==> config.mk <==
export PLATFORM = sky130hd
export DESIGN_NAME = icache_dm_flat
export DESIGN_NICKNAME = d
export VERILOG_FILES = /design/src/rtl/icache_dm_pkg.sv /design/src/rtl/icache_dm_if.sv /design/src/rtl/icache_tag_array.sv /design/src/rtl/icache_dm.sv /design/src/flat_wrapper.sv
export SDC_FILE = /design/constraint.sdc
export NUM_CORES = 1
export LEC_CHECK = 0
export CAP_MARGIN = 20
export CORE_AREA = 2 2 258 260
export CTS_CLUSTER_DIAMETER = 120
export CTS_CLUSTER_SIZE = 12
export DETAILED_ROUTE_END_ITERATION = 6
export DIE_AREA = 0 0 260 262
export PLACE_DENSITY_LB_ADDON = 0.15
export SLEW_MARGIN = 0
export SYNTH_ARGS = -nofsm -noshare
export SYNTH_HDL_FRONTEND = slang
export SYNTH_SLANG_ARGS = --single-unit
==> constraint.sdc <==
create_clock -name clk -period 15.1 [get_ports clk]
set_input_delay 1.51 -clock clk [delete_from_list [all_inputs] [get_ports clk]]
set_output_delay 1.51 -clock clk [all_outputs]
set_load 0.05 [all_outputs]
==> src/rtl/icache_dm_pkg.sv <==
// Shared definitions for the direct-mapped instruction cache: controller states
// and the address-split width helpers.
package icache_dm_pkg;

  typedef enum logic [2:0] {
    ST_FLUSH     = 3'd0,
    ST_IDLE      = 3'd1,
    ST_LOOKUP    = 3'd2,
    ST_MISS_REQ  = 3'd3,
    ST_MISS_WAIT = 3'd4,
    ST_RESP      = 3'd5
  } state_e;

  function automatic int offset_bits(input int block_words);
    return $clog2(block_words);
  endfunction

  function automatic int index_bits(input int lines);
    return $clog2(lines);
  endfunction

  function automatic int tag_bits(input int addr_w, input int block_words, input int lines);
    return addr_w - $clog2(block_words) - $clog2(lines);
  endfunction

endpackage

==> src/rtl/icache_dm_if.sv <==
// Cache bus: fetch request/response and flush on one side, block refill on the other.
// The slave modport is the cache itself; master is the fetch stage plus memory.
interface icache_dm_if #(
  parameter int ADDR_W      = 16,
  parameter int WORD_W      = 32,
  parameter int BLOCK_WORDS = 4
);
  logic                          req_valid;
  logic                          req_ready;
  logic [ADDR_W-1:0]             req_addr;
  logic                          resp_valid;
  logic [WORD_W-1:0]             resp_data;
  logic                          flush;
  logic                          mem_req_valid;
  logic                          mem_req_ready;
  logic [ADDR_W-1:0]             mem_req_addr;
  logic                          mem_resp_valid;
  logic [BLOCK_WORDS*WORD_W-1:0] mem_resp_data;

  modport master (
    output req_valid, req_addr, flush, mem_req_ready, mem_resp_valid, mem_resp_data,
    input  req_ready, resp_valid, resp_data, mem_req_valid, mem_req_addr
  );

  modport slave (
    input  req_valid, req_addr, flush, mem_req_ready, mem_resp_valid, mem_resp_data,
    output req_ready, resp_valid, resp_data, mem_req_valid, mem_req_addr
  );
endinterface

==> src/rtl/icache_tag_array.sv <==
// Valid+tag storage with a combinational hit compare, a single-line fill port
// and a per-index valid clear driven by the flush sequencer.
module icache_tag_array #(
  parameter int LINES = 4,
  parameter int IW    = 2,
  parameter int TW    = 12
) (
  input  logic          clk,
  input  logic [IW-1:0] index,
  input  logic [TW-1:0] tag,
  output logic          hit,
  input  logic          wr_en,
  input  logic          clr_en,
  input  logic [IW-1:0] clr_index
);
  logic [LINES-1:0] valid;
  logic [TW-1:0]    tags [LINES];

  assign hit = valid[index] && (tags[index] == tag);

  always_ff @(posedge clk) begin
    if (clr_en) valid[clr_index] <= 1'b0;
    if (wr_en) begin
      valid[index] <= 1'b1;
      tags[index]  <= tag;
    end
  end
endmodule

==> src/rtl/icache_dm.sv <==
// Direct-mapped instruction cache: 1-cycle hits, single-beat block refill on a miss,
// sequenced invalidate-all and saturating hit/miss counters.
module icache_dm
  import icache_dm_pkg::*;
#(
  parameter int WORD_W      = 32,
  parameter int ADDR_W      = 16,
  parameter int BLOCK_WORDS = 4,
  parameter int LINES       = 4,
  parameter int CNT_W       = 32
) (
  input  logic             clk,
  input  logic             rst,
  icache_dm_if.slave       bus,
  output logic [CNT_W-1:0] hit_count,
  output logic [CNT_W-1:0] miss_count
);
  localparam int OB = offset_bits(BLOCK_WORDS);
  localparam int IW = index_bits(LINES);
  localparam int TW = tag_bits(ADDR_W, BLOCK_WORDS, LINES);

  state_e            state, state_nxt;
  logic [IW-1:0]     flush_idx;
  logic              flush_pend;
  logic [ADDR_W-1:0] addr_q;
  logic [ADDR_W-1:0] mem_addr_q;
  logic              hit, accept, refill, clr_en, pend_window;

  logic [BLOCK_WORDS-1:0][WORD_W-1:0] data_mem [LINES];

  logic [OB-1:0] cur_off;
  logic [IW-1:0] cur_idx;
  logic [TW-1:0] cur_tag;

  assign cur_off = addr_q[OB-1:0];
  assign cur_idx = addr_q[OB+IW-1:OB];
  assign cur_tag = addr_q[ADDR_W-1:OB+IW];
  assign bus.mem_req_addr = mem_addr_q;

  function automatic logic [CNT_W-1:0] sat_inc(input logic [CNT_W-1:0] v);
    return (&v) ? v : v + CNT_W'(1);
  endfunction

  icache_tag_array #(.LINES(LINES), .IW(IW), .TW(TW)) u_tags (
    .clk       (clk),
    .index     (cur_idx),
    .tag       (cur_tag),
    .hit       (hit),
    .wr_en     (refill),
    .clr_en    (clr_en),
    .clr_index (flush_idx)
  );

  // A flush seen while a miss is in flight is deferred until the response is out.
  assign pend_window = (state == ST_MISS_REQ) || (state == ST_MISS_WAIT) ||
                       ((state == ST_LOOKUP) && !hit);

  always_ff @(posedge clk) begin
    if (rst) begin
      state      <= ST_FLUSH;
      flush_idx  <= '0;
      flush_pend <= 1'b0;
      hit_count  <= '0;
      miss_count <= '0;
      mem_addr_q <= '0;
    end else begin
      state <= state_nxt;
      if (state == ST_FLUSH) flush_idx <= flush_idx + IW'(1);
      if (state == ST_FLUSH)             flush_pend <= 1'b0;
      else if (bus.flush && pend_window) flush_pend <= 1'b1;
      if (state == ST_LOOKUP) begin
        if (hit) begin
          hit_count <= sat_inc(hit_count);
        end else begin
          miss_count <= sat_inc(miss_count);
          mem_addr_q <= {addr_q[ADDR_W-1:OB], {OB{1'b0}}};
        end
      end
    end
  end

  always_ff @(posedge clk) begin
    if (accept) addr_q <= bus.req_addr;
    if (refill) data_mem[cur_idx] <= bus.mem_resp_data;
  end

  always_comb begin
    state_nxt         = state;
    bus.req_ready     = 1'b0;
    bus.resp_valid    = 1'b0;
    bus.resp_data     = '0;
    bus.mem_req_valid = 1'b0;
    accept            = 1'b0;
    refill            = 1'b0;
    clr_en            = 1'b0;
    case (state)
      ST_FLUSH: begin
        clr_en = 1'b1;
        if (flush_idx == IW'(LINES - 1)) state_nxt = ST_IDLE;
      end
      ST_IDLE: begin
        bus.req_ready = !bus.flush;
        accept        = bus.req_valid && !bus.flush;
        if (bus.flush)      state_nxt = ST_FLUSH;
        else if (accept)    state_nxt = ST_LOOKUP;
      end
      ST_LOOKUP: begin
        if (hit) begin
          bus.resp_valid = 1'b1;
          bus.resp_data  = data_mem[cur_idx][cur_off];
          bus.req_ready  = !bus.flush;
          accept         = bus.req_valid && !bus.flush;
          if (bus.flush)   state_nxt = ST_FLUSH;
          else if (accept) state_nxt = ST_LOOKUP;
          else             state_nxt = ST_IDLE;
        end else begin
          state_nxt = ST_MISS_REQ;
        end
      end
      ST_MISS_REQ: begin
        bus.mem_req_valid = 1'b1;
        if (bus.mem_req_ready) state_nxt = ST_MISS_WAIT;
      end
      ST_MISS_WAIT: begin
        refill = bus.mem_resp_valid;
        if (bus.mem_resp_valid) state_nxt = ST_RESP;
      end
      ST_RESP: begin
        bus.resp_valid = 1'b1;
        bus.resp_data  = data_mem[cur_idx][cur_off];
        state_nxt      = (flush_pend || bus.flush) ? ST_FLUSH : ST_IDLE;
      end
      default: state_nxt = ST_FLUSH;
    endcase
  end
endmodule

==> src/flat_wrapper.sv <==
// flat-port wrapper written by rule: the top's interface ports become plain ports
module icache_dm_flat import icache_dm_pkg::*;
#(
  parameter int WORD_W      = 32,
  parameter int ADDR_W      = 16,
  parameter int BLOCK_WORDS = 4,
  parameter int LINES       = 4,
  parameter int CNT_W       = 32
)
  (clk, rst, hit_count, miss_count, bus_req_valid, bus_req_addr, bus_flush, bus_mem_req_ready, bus_mem_resp_valid, bus_mem_resp_data, bus_req_ready, bus_resp_valid, bus_resp_data, bus_mem_req_valid, bus_mem_req_addr);
  icache_dm_if #(.ADDR_W(ADDR_W), .WORD_W(WORD_W), .BLOCK_WORDS(BLOCK_WORDS)) bus_i ();
  input  logic clk;
  input  logic rst;
  output logic [CNT_W-1:0] hit_count;
  output logic [CNT_W-1:0] miss_count;
  input wire logic [$bits(bus_i.req_valid)-1:0] bus_req_valid;
  input wire logic [$bits(bus_i.req_addr)-1:0] bus_req_addr;
  input wire logic [$bits(bus_i.flush)-1:0] bus_flush;
  input wire logic [$bits(bus_i.mem_req_ready)-1:0] bus_mem_req_ready;
  input wire logic [$bits(bus_i.mem_resp_valid)-1:0] bus_mem_resp_valid;
  input wire logic [$bits(bus_i.mem_resp_data)-1:0] bus_mem_resp_data;
  output wire logic [$bits(bus_i.req_ready)-1:0] bus_req_ready;
  output wire logic [$bits(bus_i.resp_valid)-1:0] bus_resp_valid;
  output wire logic [$bits(bus_i.resp_data)-1:0] bus_resp_data;
  output wire logic [$bits(bus_i.mem_req_valid)-1:0] bus_mem_req_valid;
  output wire logic [$bits(bus_i.mem_req_addr)-1:0] bus_mem_req_addr;
  assign bus_i.req_valid = bus_req_valid;
  assign bus_i.req_addr = bus_req_addr;
  assign bus_i.flush = bus_flush;
  assign bus_i.mem_req_ready = bus_mem_req_ready;
  assign bus_i.mem_resp_valid = bus_mem_resp_valid;
  assign bus_i.mem_resp_data = bus_mem_resp_data;
  assign bus_req_ready = bus_i.req_ready;
  assign bus_resp_valid = bus_i.resp_valid;
  assign bus_resp_data = bus_i.resp_data;
  assign bus_mem_req_valid = bus_i.mem_req_valid;
  assign bus_mem_req_addr = bus_i.mem_req_addr;
  icache_dm #(.WORD_W(WORD_W), .ADDR_W(ADDR_W), .BLOCK_WORDS(BLOCK_WORDS), .LINES(LINES), .CNT_W(CNT_W)) u_core (.clk(clk), .rst(rst), .bus(bus_i), .hit_count(hit_count), .miss_count(miss_count));
endmodule
# After elaboration in Yosys (flattened, before gate mapping)
# Memories as Yosys holds them, arrays and structs flattened. A register that Yosys moved wholly into a read port is not among the register bits.
# Index checks and enable logic that the tools add are counted.
[word_totals]
ff_bits = 104
ramBits = 560
in_bits = 150
out_inout_bits = 115
elab_cells = 89
mem_count = 2
[mem_list]
columns = ["name", "words", "width", "read_ports", "rd_clocked_by_memory_dff", "write_ports", "line_no", "rtl"]
rows = [
  ["u_core.data_mem", 4, 128, 1, 1, 1, "icache_dm.sv:29", "logic [BLOCK_WORDS-1:0][WORD_W-1:0] data_mem [LINES];"],
  ["u_core.u_tags.tags", 4, 12, 1, 1, 1, "icache_tag_array.sv:17", "logic [TW-1:0] tags [LINES];"],
]
[classes]
addsub = 3
magnitude_cmp = 5
eq_ne = 11
mux = 35
bitwise_logic = 6
reduce_logical = 19
[op_table]
columns = ["cell", "n"]
rows = [
  ["$add A32 B1 Y32 const B", 2],
  ["$bmux W32 S2", 1],
  ["$mux W32", 2],
  ["$pmux W32 S2", 1],
  ["$reduce_and A32 Y1", 2],
  ["$mux W3", 7],
  ["$pmux W3 S6", 1],
  ["$eq A12 B12 Y1", 1],
  ["$mux W1", 12],
  ["$lt A2 B3 Y1 const B", 3],
  ["$mux W4", 2],
  ["$eq A3 B2 Y1 const B", 2],
  ["$eq A3 B3 Y1 const B", 2],
  ["$logic_and A1 B1 Y1", 6],
  ["$mux W2", 3],
  ["$ne A2 B2 Y1 const B", 3],
  ["$pmux W1 S2", 3],
  ["$reduce_and A3 Y1", 2],
  ["$and A4 B4 Y4", 1],
  ["$demux W1 S2", 2],
  ["$ge A2 B1 Y1 const B", 2],
  ["$not A4 Y4", 1],
  ["$or A4 B4 Y4", 1],
  ["$reduce_and A4 Y1", 1],
  ["other kinds (11)", 16],
]

# Depth between registers and ports, before layout
# Gate-level depths: netlist of the first run.
[depth]
depth_word = 9
ltp_mapped = 12
mapped_depth_nobuf = 8

# By module
# A second synthesis of the first run with hierarchy kept.
[hier_totals]
hier_cells = 1405
hier_area_um2 = 26251.4
[by_module_without_submodules]
columns = ["module", "instances", "cells_per_inst", "area_each_um2", "seq_area_each_um2"]
rows = [
  ["icache_dm", 1, 1290, 24091.9, 17576.9],
  ["icache_tag_array", 1, 115, 2159.6, 1521.5],
]

# Least setup slack after synthesis of the first run
# Ideal clock, no wire load.
[synth_path]
kind = "input -> register"
from = "in bus_mem_resp_valid"
to = "mem u_core.data_mem[2][0] (netlist bit) (enable)"
setup_ps = 815
t_arrival_ps = 11061
t_required_ps = 14285
setup_slack_ps = 3225
path_stages = 2
path_buffers = 0
cell_sequence = "nand2_1 nor3_1"
[synth_via]
elab_chain_len = 3
[synth_lines]
columns = ["element", "line_no", "rtl"]
rows = [
  ["from (decl)", "flat_wrapper.sv:20", "input wire logic [$bits(bus_i.mem_resp_valid)-1:0] bus_mem_resp_valid;"],
  ["$mux W1", "icache_dm.sv:96", "case (state)"],
  ["$mux W1", "icache_dm.sv:84", "if (refill) data_mem[cur_idx] <= bus.mem_resp_data;"],
  ["$mux W1 (implied by the code)", "icache_dm.sv:84", ""],
  ["to (decl)", "icache_dm.sv:29", ""],
]
# No other way between the ends.

==> results of run 1 <==
-- worst register-to-register path, delay by kind of cell, from the launching register on --
kind	cells	cell delay [ps]
AO/OA/AOI/OAI	2	550
XOR/XNOR	1	150
buffers and inverters	2	1360
flip-flops	1	770
multiplexers	2	790
AND/OR/NAND/NOR	2	840
-- Yosys cell counts, types with 4 or more instances --
| library cell | instances | share of area (%) |
|---|---|---|
| mux4_2 | 171 | 15 |
| nand4_1 | 24 | 0.57 |
| o21ai_0 | 22 | 0.42 |
| or3_1 | 31 | 0.73 |
| mux2_1 | 10 | 0.43 |
| and3_1 | 11 | 0.26 |
| or4_1 | 20 | 0.57 |
| o31ai_1 | 16 | 0.45 |
| buf_1 | 13 | 0.18 |
| and2_1 | 4 | 0.094 |
| buf_6 | 5 | 0.21 |
| nand3_1 | 29 | 0.55 |
| ha_1 | 6 | 0.28 |
| clkbuf_1 | 51 | 0.72 |
| dfxtp_1 | 90 | 6.8 |
| nor4b_1 | 4 | 0.13 |
| inv_1 | 14 | 0.20 |
| nor2_1 | 65 | 0.92 |
| xor2_1 | 4 | 0.13 |
| nor3_1 | 12 | 0.23 |
| a21oi_1 | 49 | 0.93 |
| nor2b_1 | 49 | 1.2 |
| nand2b_1 | 8 | 0.19 |
| buf_4 | 5 | 0.14 |
| nand2_1 | 38 | 0.54 |
| xnor2_1 | 10 | 0.33 |
| buf_2 | 11 | 0.21 |
| mux2i_1 | 21 | 0.79 |
| edfxtp_1 | 576 | 65 |
| a21o_1 | 4 | 0.11 |
| nor4_1 | 7 | 0.17 |
| o21ai_1 | 16 | 0.30 |
-- worst paths after layout --
path,cells past startpoint,endpoint,slack (ps),from
setup reg to reg,9,u_core.miss_count[0],10520,register
hold reg to reg,1,u_core.u_tags.valid[3],460,u_core.u_tags.valid[3]
hold / removal,1,u_core.u_tags.valid[3],460,u_core.u_tags.valid[3]
setup / recovery,10,bus_resp_data[11],8500,register
-- cell type report --
cell class                      instances  area share [%]
Clock buffer                           95            5.21
Sequential cell                       666            60.2
Multi-Input combinational cell        671            22.0
Timing Repair Buffer                  281            8.83
Antenna cell                            4          0.0315
Clock inverter                          4           0.213
Tap cell                              864            3.40
Inverter                               14           0.165
-- layer usage --
metal	wire length [um]	up-vias	share of wire, %	GRT usage, %
met4	1270	20	2.2	4.47
met1	24300	7313	42	22.1
met5	143	-	0.25	0
met3	3220	99	5.5	3.79
met2	29100	327	50	29.1
li1	-	6334	-	-
-- sequential cells by signal (all words and copies together), names as in the netlist, named ones only --
signal                   count
u_core.addr_q               16
u_core.bus.mem_req_addr     14
u_core.data_mem            512
u_core.flush_idx             2
u_core.flush_pend            1
u_core.hit_count            32
u_core.miss_count           32
u_core.state                 3
u_core.u_tags.tags          48
u_core.u_tags.valid          4
-- power groups by stage --
stage | Sequential, W | Combinational, W | Clock (W)
global route | 0.00202 | 0.000267 | 0.00150
detailed placement | 0.00205 | 0.000250 | 0
CTS | 0.00202 | 0.000251 | 0.00144
finish | 0.00202 | 0.000246 | 0.00139
global placement | 0.00205 | 0.000247 | 0
floorplan | 0.00205 | 0.000160 | 0
-- kinds of logic (layout without fill, tap and decap cells) --
family,after synthesis,in the layout,share of synthesized area [%]
multiplexers,206,206,16.0
other,1,6,0.0142
flip-flops,666,666,72.1
adder cells (fa/ha/maj),6,6,0.284
XOR/XNOR,14,14,0.463
AO/OA/AOI/OAI,126,126,2.86
buffers and inverters,99,394,1.67
AND/OR/NAND/NOR,317,317,6.60
-- metrics by stage --
stage,total power (W),utilization (%),hold WS [ps],cell area [um2]
final,0.00365,48.6,455,31800
after global routing,0.00378,48.6,475,31700
after CTS,0.00370,48.6,454,31700
after detailed placement,0.00231,46.0,436,30000
after global placement,0.00230,46.0,432,30000
after floorplan,0.00221,-,421,26500
==> metrics.yaml, run 1 <==
min_path:
  hold_class: "register to register"
synthesis:
  synthArstFlopShare_pct: 0
  syn_inst: 1435
  yosysWarnings: 0
  yosysUniqueCellTypes: 60
  syn_area_per_cell_um2: 18.5
  seq_area_frac_synth_pct: 72.1
  ys_seq_elements: 666
  synth-main-ff-cell: "edfxtp_1"
  synth_edf_count: 576
  synth_area_um2: 26500
place:
  place_ws_ps: 9060
  placed_cells: 2495
  numPortBuffers: 262
  hpwl_um: 34300
  place.gp.congestion: 0.792
clock_tree:
  cts_resized: 0
  cts_buffer_depth: 3
  htreeDepth: 2
  insertion_delay_ps: 640
  clk_pin_slew_ps: 60
  clkSinkCount: 666
  cts_setup_buffers: 0
  root_buffer: "clkbuf_16"
  tritoncts: "yes"
  numCtsBuffers: 61
  hold_buffers: 0
floorplan:
  die-area_um2: 68100
  initial_core_util_pct: 40.6
  fp.dieW_um: 260
  die_y_um: 262
  core_um2: 65300
  rows: 94
  ioPinCount: 265
drt:
  via_count: 14100
  avgRoutedWirePerCell_um: 22.3
  wl_um: 58000
  first_pass_iters: 5
  drtAntennaViolNets: 0
  drt_iter0_drc: 902
  vias_per_cell: 5.42
  drc_errors: 0
power:
  power_frac_seq_pct: 55.2
  switchingPower_w: 0.000766
  powerDensity_nw_per_um2: 115
  leakagePower_nw: 9.95
  p_clk_share_pct: 38.0
  ir_drop_v: 0.0000951
  p_int_w: 0.00288
  p_sw_share_pct: 21.0
  combPwrFrac_pct: 6.7
global_routing:
  grt_antenna_before_repair: 12
  grt_pass1_wl_um: 87900
  grt_start_max_net_pins: 142
  grt_overflow: 0
  track_usage_pct: 17.0
  grt_pass1_vias: 14600
critical_path:
  worst-path-buf-inv: 3
  arrival_ps: 5090
  cp-end-kind: "output port"
  critical_path_class: "register to output port"
  start_kind: "register"
  cp.required_ps: 13590
  path_cells: "buf_4 > mux2i_1 > and3b_1 > o31ai_1 > nor4_1 > nand4_1 > a21boi_4 > buf_4 > nor2b_1 > clkdlybuf4s50_1"
  slowest_stage: "dfxtp_4"
  crit_family: "buffers and inverters"
  worst_path_largest_cell_delay_ps: 770
  cp_max_fo: 51
  crit_top_cell: "buf_4"
finish:
  instances_no_fill: 2599
  final_cell_mix: "edfxtp_1 (576), clkdlybuf4s50_1 (261), mux4_2 (171)"
  final_layout_size_suffix_gt1_share_pct: 15.9
  final_common_cell: "edfxtp_1"
  multi_input_area_um2: 6980
  layout.nets: 1851
  seq_area_um2: 19100
  fillerInstances: 5498
  syn2layout_area_growth_pct: 19.9
timing:
  timing_hold_violations_final: 0
  finalClockSkew_ps: 35.8
  setup_violations: 0
  post-route-period-util_pct: 43.7
  worst_slack_ps: 8500
  rsz0062_at_grt: "no"
  fmax_ghz: 0.152
  tightest_slew_ps: 1090
  report.final.slew_viol_count: 0
  period_needed_ps: 6600
  slew_headroom_pct: 27.1
  tns_ps: 0
job:
  drv_cap: 0
outcome:
  status: "complete, no violations"
Power figures use the tool's default switching activity.
==> run 2, diff against run 1 <==
- clock period: 15.1 -> 5.85 ns (I/O delays scaled with it)
==> run 2 against run 1 <==
First-iteration DRC count up 9.4%; hold slack worse by 2.4 ps; clock skew fell by 19 ps; sequential power grew to 2.6 times the previous value; final cell count is 0.77% lower; routed wire length decreased by 0.72%; utilization about the same; highest routed layer unchanged; sequential share of layout area hardly changed.
==> metrics.yaml, run 2 (synthesis gave the netlist of run 1 again) <==
outcome:
  status: "complete, no violations"
finish:
  syn2layout_area_growth_pct: 19.8
  regMostFlops: "u_core.data_mem"
  final_cell_area_um2: 31700
  final_cell_mix: "edfxtp_1 (576), clkdlybuf4s50_1 (261), mux4_2 (171)"
  largest_reg_flops: 512
  final_layout_size_suffix_gt1_share_pct: 15.9
  diodes: 0
  layout.nets: 1848
  instances_no_fill: 2579
  fillerInstances: 5466
  top_regs: "u_core.data_mem x512, u_core.u_tags.tags x48"
  final_common_cell: "edfxtp_1"
power:
  combPwrFrac_pct: 6.6
  ir_drop_v: 0.000241
  p_clk_share_pct: 37.8
  p_sw_share_pct: 20.7
  leakagePower_nw: 9.94
  switchingPower_w: 0.00194
  powerDensity_nw_per_um2: 295
  power_frac_seq_pct: 55.6
  p_int_w: 0.00743
timing:
  finalClockSkew_ps: 16.6
  hold_slack_ps: 453
  timing_hold_violations_final: 0
  tightest_slew_ps: 998
  slew_headroom_pct: 33.5
  fmax_ghz: 0.194
  period_needed_ps: 5150
  post-route-period-util_pct: 88.1
  setup_violations: 0
  report.final.slew_viol_count: 0
  rsz0062_at_grt: "no"
critical_path:
  cp-end-kind: "output port"
  start_kind: "register"
  worst_path_largest_cell_delay_ps: 770
  path_cells: "mux2i_1 > mux2_2 > o31ai_1 > nor4_1 > nand4_1 > a21boi_4 > buf_4 > nor2b_1 > clkdlybuf4s50_1"
  cp.required_ps: 5270
  slowest_stage: "dfxtp_4"
  critical_path_class: "register to output port"
  arrival_ps: 4570
  cp_max_fo: 38
global_routing:
  grt_overflow: 0
  grt_start_max_net_pins: 142
  grt_antenna_before_repair: 13
  grt_pass1_wl_um: 87400
  track_usage_pct: 16.8
  grt_pass1_vias: 14500
clock_tree:
  htreeDepth: 2
  numCtsBuffers: 61
  root_buffer: "clkbuf_16"
  hold_buffers: 0
  tritoncts: "yes"
  clkSinkCount: 666
  clk_pin_slew_ps: 70
  cts_buffer_depth: 3
  insertion_delay_ps: 620
  cts_setup_buffers: 0
  cts_resized: 0
floorplan:
  die-area_um2: 68100
  core_um2: 65300
  ioPinCount: 265
  rows: 94
  initial_core_util_pct: 40.6
  fp.dieW_um: 260
  die_y_um: 262
drt:
  avgRoutedWirePerCell_um: 22.3
  drt_iter0_drc: 987
  drc_errors: 0
  wl_um: 57600
  via_count: 14000
  first_pass_iters: 5
  drtAntennaViolNets: 0
  vias_per_cell: 5.42
place:
  numPortBuffers: 262
  hpwl_um: 33600
  placed_area_um2: 30100
  placed_cells: 2493
  place.gp.congestion: 0.777
min_path:
  hold_class: "register to register"
job:
  drv_cap: 0
==> run 2: cell count changes in the layout (fill, tap and decap cells not counted), sizes merged <==
cell / before / now
inv: 16 / 15
buf: 20 / 17
diode: 4 / 0
clkbuf: 95 / 83
==> run 2: worst max-delay path, delay by kind of cell, from the launching register on <==
kind / cells / cell delay [ps]
mux: 2 / 630
flops: 1 / 770
buf+inv: 2 / 1160
simple gates: 3 / 310
compound gates: 2 / 1060
==> run 2: power by group through the flow <==
stage / combinational, W / clock, W / sequential (W)
finish: 0.000615 / 0.00354 / 0.00521
global placement: 0.000621 / 0 / 0.00531
CTS: 0.000630 / 0.00368 / 0.00521
detailed placement: 0.000628 / 0 / 0.00532
global route: 0.000668 / 0.00383 / 0.00522
floorplan: 0.000414 / 0 / 0.00528
==> run 2: per-layer routing <==
layer / vias up / global-route usage, % / wire length, um
li1: 6315 / - / -
met1: 7225 / 21.7 / 24000
met2: 315 / 29.3 / 29300
met3: 94 / 3.75 / 3130
met4: 24 / 3.66 / 970
met5: - / 0 / 149
==> run 2: final timing paths <==
path,startpoint,to,slack (ps),cells past startpoint
setup / recovery,register,bus_resp_data[21],700,9
hold / removal,u_core.u_tags.valid[2],u_core.u_tags.valid[2],450,1
setup reg to reg,register,u_core.addr_q[14],2010,7
hold reg to reg,u_core.u_tags.valid[2],u_core.u_tags.valid[2],450,1
==> run 2: area by class of cell <==
cell class                      count  area (um2)  area share [%]
Sequential cell                   666       19100            60.2
Multi-Input combinational cell    671        6990            22.0
Timing Repair Buffer              278        2830            8.90
Clock buffer                       83        1630            5.14
Tap cell                          864        1080            3.41
Inverter                           14        52.6           0.166
Clock inverter                      3        47.5           0.150
==> run 2: through the flow <==
stage	setup WS, ps	utilization (%)	power [W]	TNS (ps)
after detailed placement	1220	46.0	0.00594	0
after floorplan	-1680	-	0.00570	-797590
after global placement	1260	46.0	0.00593	0
after CTS	528	48.6	0.00952	0
after global routing	379	48.6	0.00972	0
final	698	48.6	0.00937	0
==> run 3, diff against run 2 <==
- CTS_BUF_LIST: not set -> sky130_fd_sc_hd__clkbuf_8
- SKIP_LAST_GASP: not set -> 1
==> run 3 against run 2 <==
Sequential power about the same; design area shrank 2.2%; routed wire length about the same; critical path type unchanged; clock power fell by 30%; fmax shrank 1.0%; final cell count rose by 0.16%; global-route usage about the same; utilization shrank 1.1 points; hold slack got worse by 20 ps; critical endpoint is now bus_resp_data[14].
==> metrics.yaml, run 3 (synthesis gave the netlist of run 1 again) <==
timing:
  slew_headroom_pct: 32.1
  post-route-period-util_pct: 88.9
  fmax_ghz: 0.192
  period_needed_ps: 5200
  worst_slack_ps: 647
  report.final.slew_viol_count: 0
  tightest_slew_ps: 1020
  finalClockSkew_ps: 35.7
  rsz0062_at_grt: "no"
  timing_hold_violations_final: 0
  setup_violations: 0
floorplan:
  rows: 94
  core_um2: 65300
  fp.dieW_um: 260
  initial_core_util_pct: 40.6
  die_y_um: 262
  die-area_um2: 68100
  ioPinCount: 265
finish:
  layout.nets: 1848
  largest_reg_flops: 512
  final_cell_mix: "edfxtp_1 (576), clkdlybuf4s50_1 (261), mux4_2 (171)"
  final_common_cell: "edfxtp_1"
  regMostFlops: "u_core.data_mem"
  top_regs: "u_core.data_mem x512, u_core.u_tags.tags x48"
  syn2layout_area_growth_pct: 17.2
  final_layout_size_suffix_gt1_share_pct: 15.9
  instances_no_fill: 2583
  fillerInstances: 5524
place:
  place.gp.congestion: 0.777
  numPortBuffers: 262
  hpwl_um: 33600
  placed_cells: 2493
  place_ws_ps: 1220
clock_tree:
  tritoncts: "yes"
  clkSinkCount: 666
  numCtsBuffers: 61
  htreeDepth: 2
  cts_resized: 0
  cts_setup_buffers: 0
  insertion_delay_ps: 700
  cts_buffer_depth: 3
  clk_pin_slew_ps: 90
  root_buffer: "clkbuf_8"
  hold_buffers: 0
power:
  leakagePower_nw: 9.70
  p_int_w: 0.00647
  switchingPower_w: 0.00182
  p_clk_share_pct: 29.8
  p_sw_share_pct: 21.9
  powerDensity_nw_per_um2: 267
  power_frac_seq_pct: 62.8
  ir_drop_v: 0.000195
  combPwrFrac_pct: 7.4
critical_path:
  cp_max_fo: 38
  cp-end-kind: "output port"
  cp.required_ps: 5270
  reg2reg_slack_ps: 2040
  critical_path_class: "register to output port"
  rr_worst_depth: 7
  arrival_ps: 4620
  start_kind: "register"
  rr_endpoint: "u_core.addr_q[14]"
drt:
  drt-met1-wl_um: 24100
  drt_iter0_drc: 949
  avgRoutedWirePerCell_um: 22.3
  wl_met3_um: 3120
  drtAntennaViolNets: 0
  first_pass_iters: 5
  via_count: 13900
  drc_errors: 0
  wl_um: 57600
  wl_met2_um: 29300
  vias_per_cell: 5.37
  top_layer_used: "met5"
global_routing:
  grt_pass1_wl_um: 87100
  grt_overflow: 0
  grt_start_max_net_pins: 142
  grt_antenna_before_repair: 14
  grt_pass1_vias: 14400
  track_usage_pct: 16.8
outcome:
  status: "complete, no violations"
min_path:
  hold_class: "input pin to register"
  min_to: "u_core.bus.mem_req_addr[5]"
  min_path_cells: 2
  hp-start: "rst"
job:
  drv_cap: 0
==> run 3: power groups by stage <==
stage               Clock (W)  Combinational, W  Sequential [W]
CTS                   0.00259          0.000630         0.00521
detailed placement          0          0.000628         0.00532
global placement            0          0.000621         0.00531
finish                0.00247          0.000615         0.00520
global route          0.00274          0.000668         0.00521
floorplan                   0          0.000414         0.00528
==> run 3: through the flow <==
stage	setup TNS, ps	utilization, %	hold slack [ps]	power (W)	area [um2]
after detailed placement	0	46.0	439	0.00594	30100
final	0	47.5	433	0.00829	31000
after floorplan	-797590	-	421	0.00570	26500
after CTS	0	47.5	343	0.00843	31000
after global placement	0	46.0	431	0.00593	30100
after global routing	0	47.5	379	0.00862	31000
==> run 3: cell type report <==
cell class,count,area (um2),area share (%)
clock buffers,62,853,2.75
diodes,4,10.0,0.0323
multi-input cells,671,6990,22.5
inverters,14,52.6,0.169
clock inverters,24,111,0.359
well taps,864,1080,3.48
repair buffers,278,2830,9.10
flip-flops and latches,666,19100,61.6
==> run 3: metal layers <==
layer / global-route usage [%] / vias up
met4: 3.80 / 24
li1: - / 6302
met5: 0 / -
met3: 3.87 / 95
met2: 29.1 / 297
met1: 21.7 / 7165
==> run 3: worst max path at each step <==
stage,startpoint,slack (ps),end
global route,register,280,bus_resp_data[11]
CTS,register,420,bus_resp_data[21]
finish,register,650,bus_resp_data[14]
floorplan,u_core.state[2],-1680,u_core.data_mem[1][0]
global placement,register,1260,bus_resp_data[31]
detailed placement,register,1220,bus_resp_data[10]
==> run 3: critical path, stage by stage (launching register included) <==
cell and delay, ps:
dfxtp_4 770, mux2i_1 280, mux2_2 350, o31ai_1 290
nor4_1 110, nand4_1 100, a21boi_4 760, buf_4 440
nor2b_1 100, clkdlybuf4s50_1 710
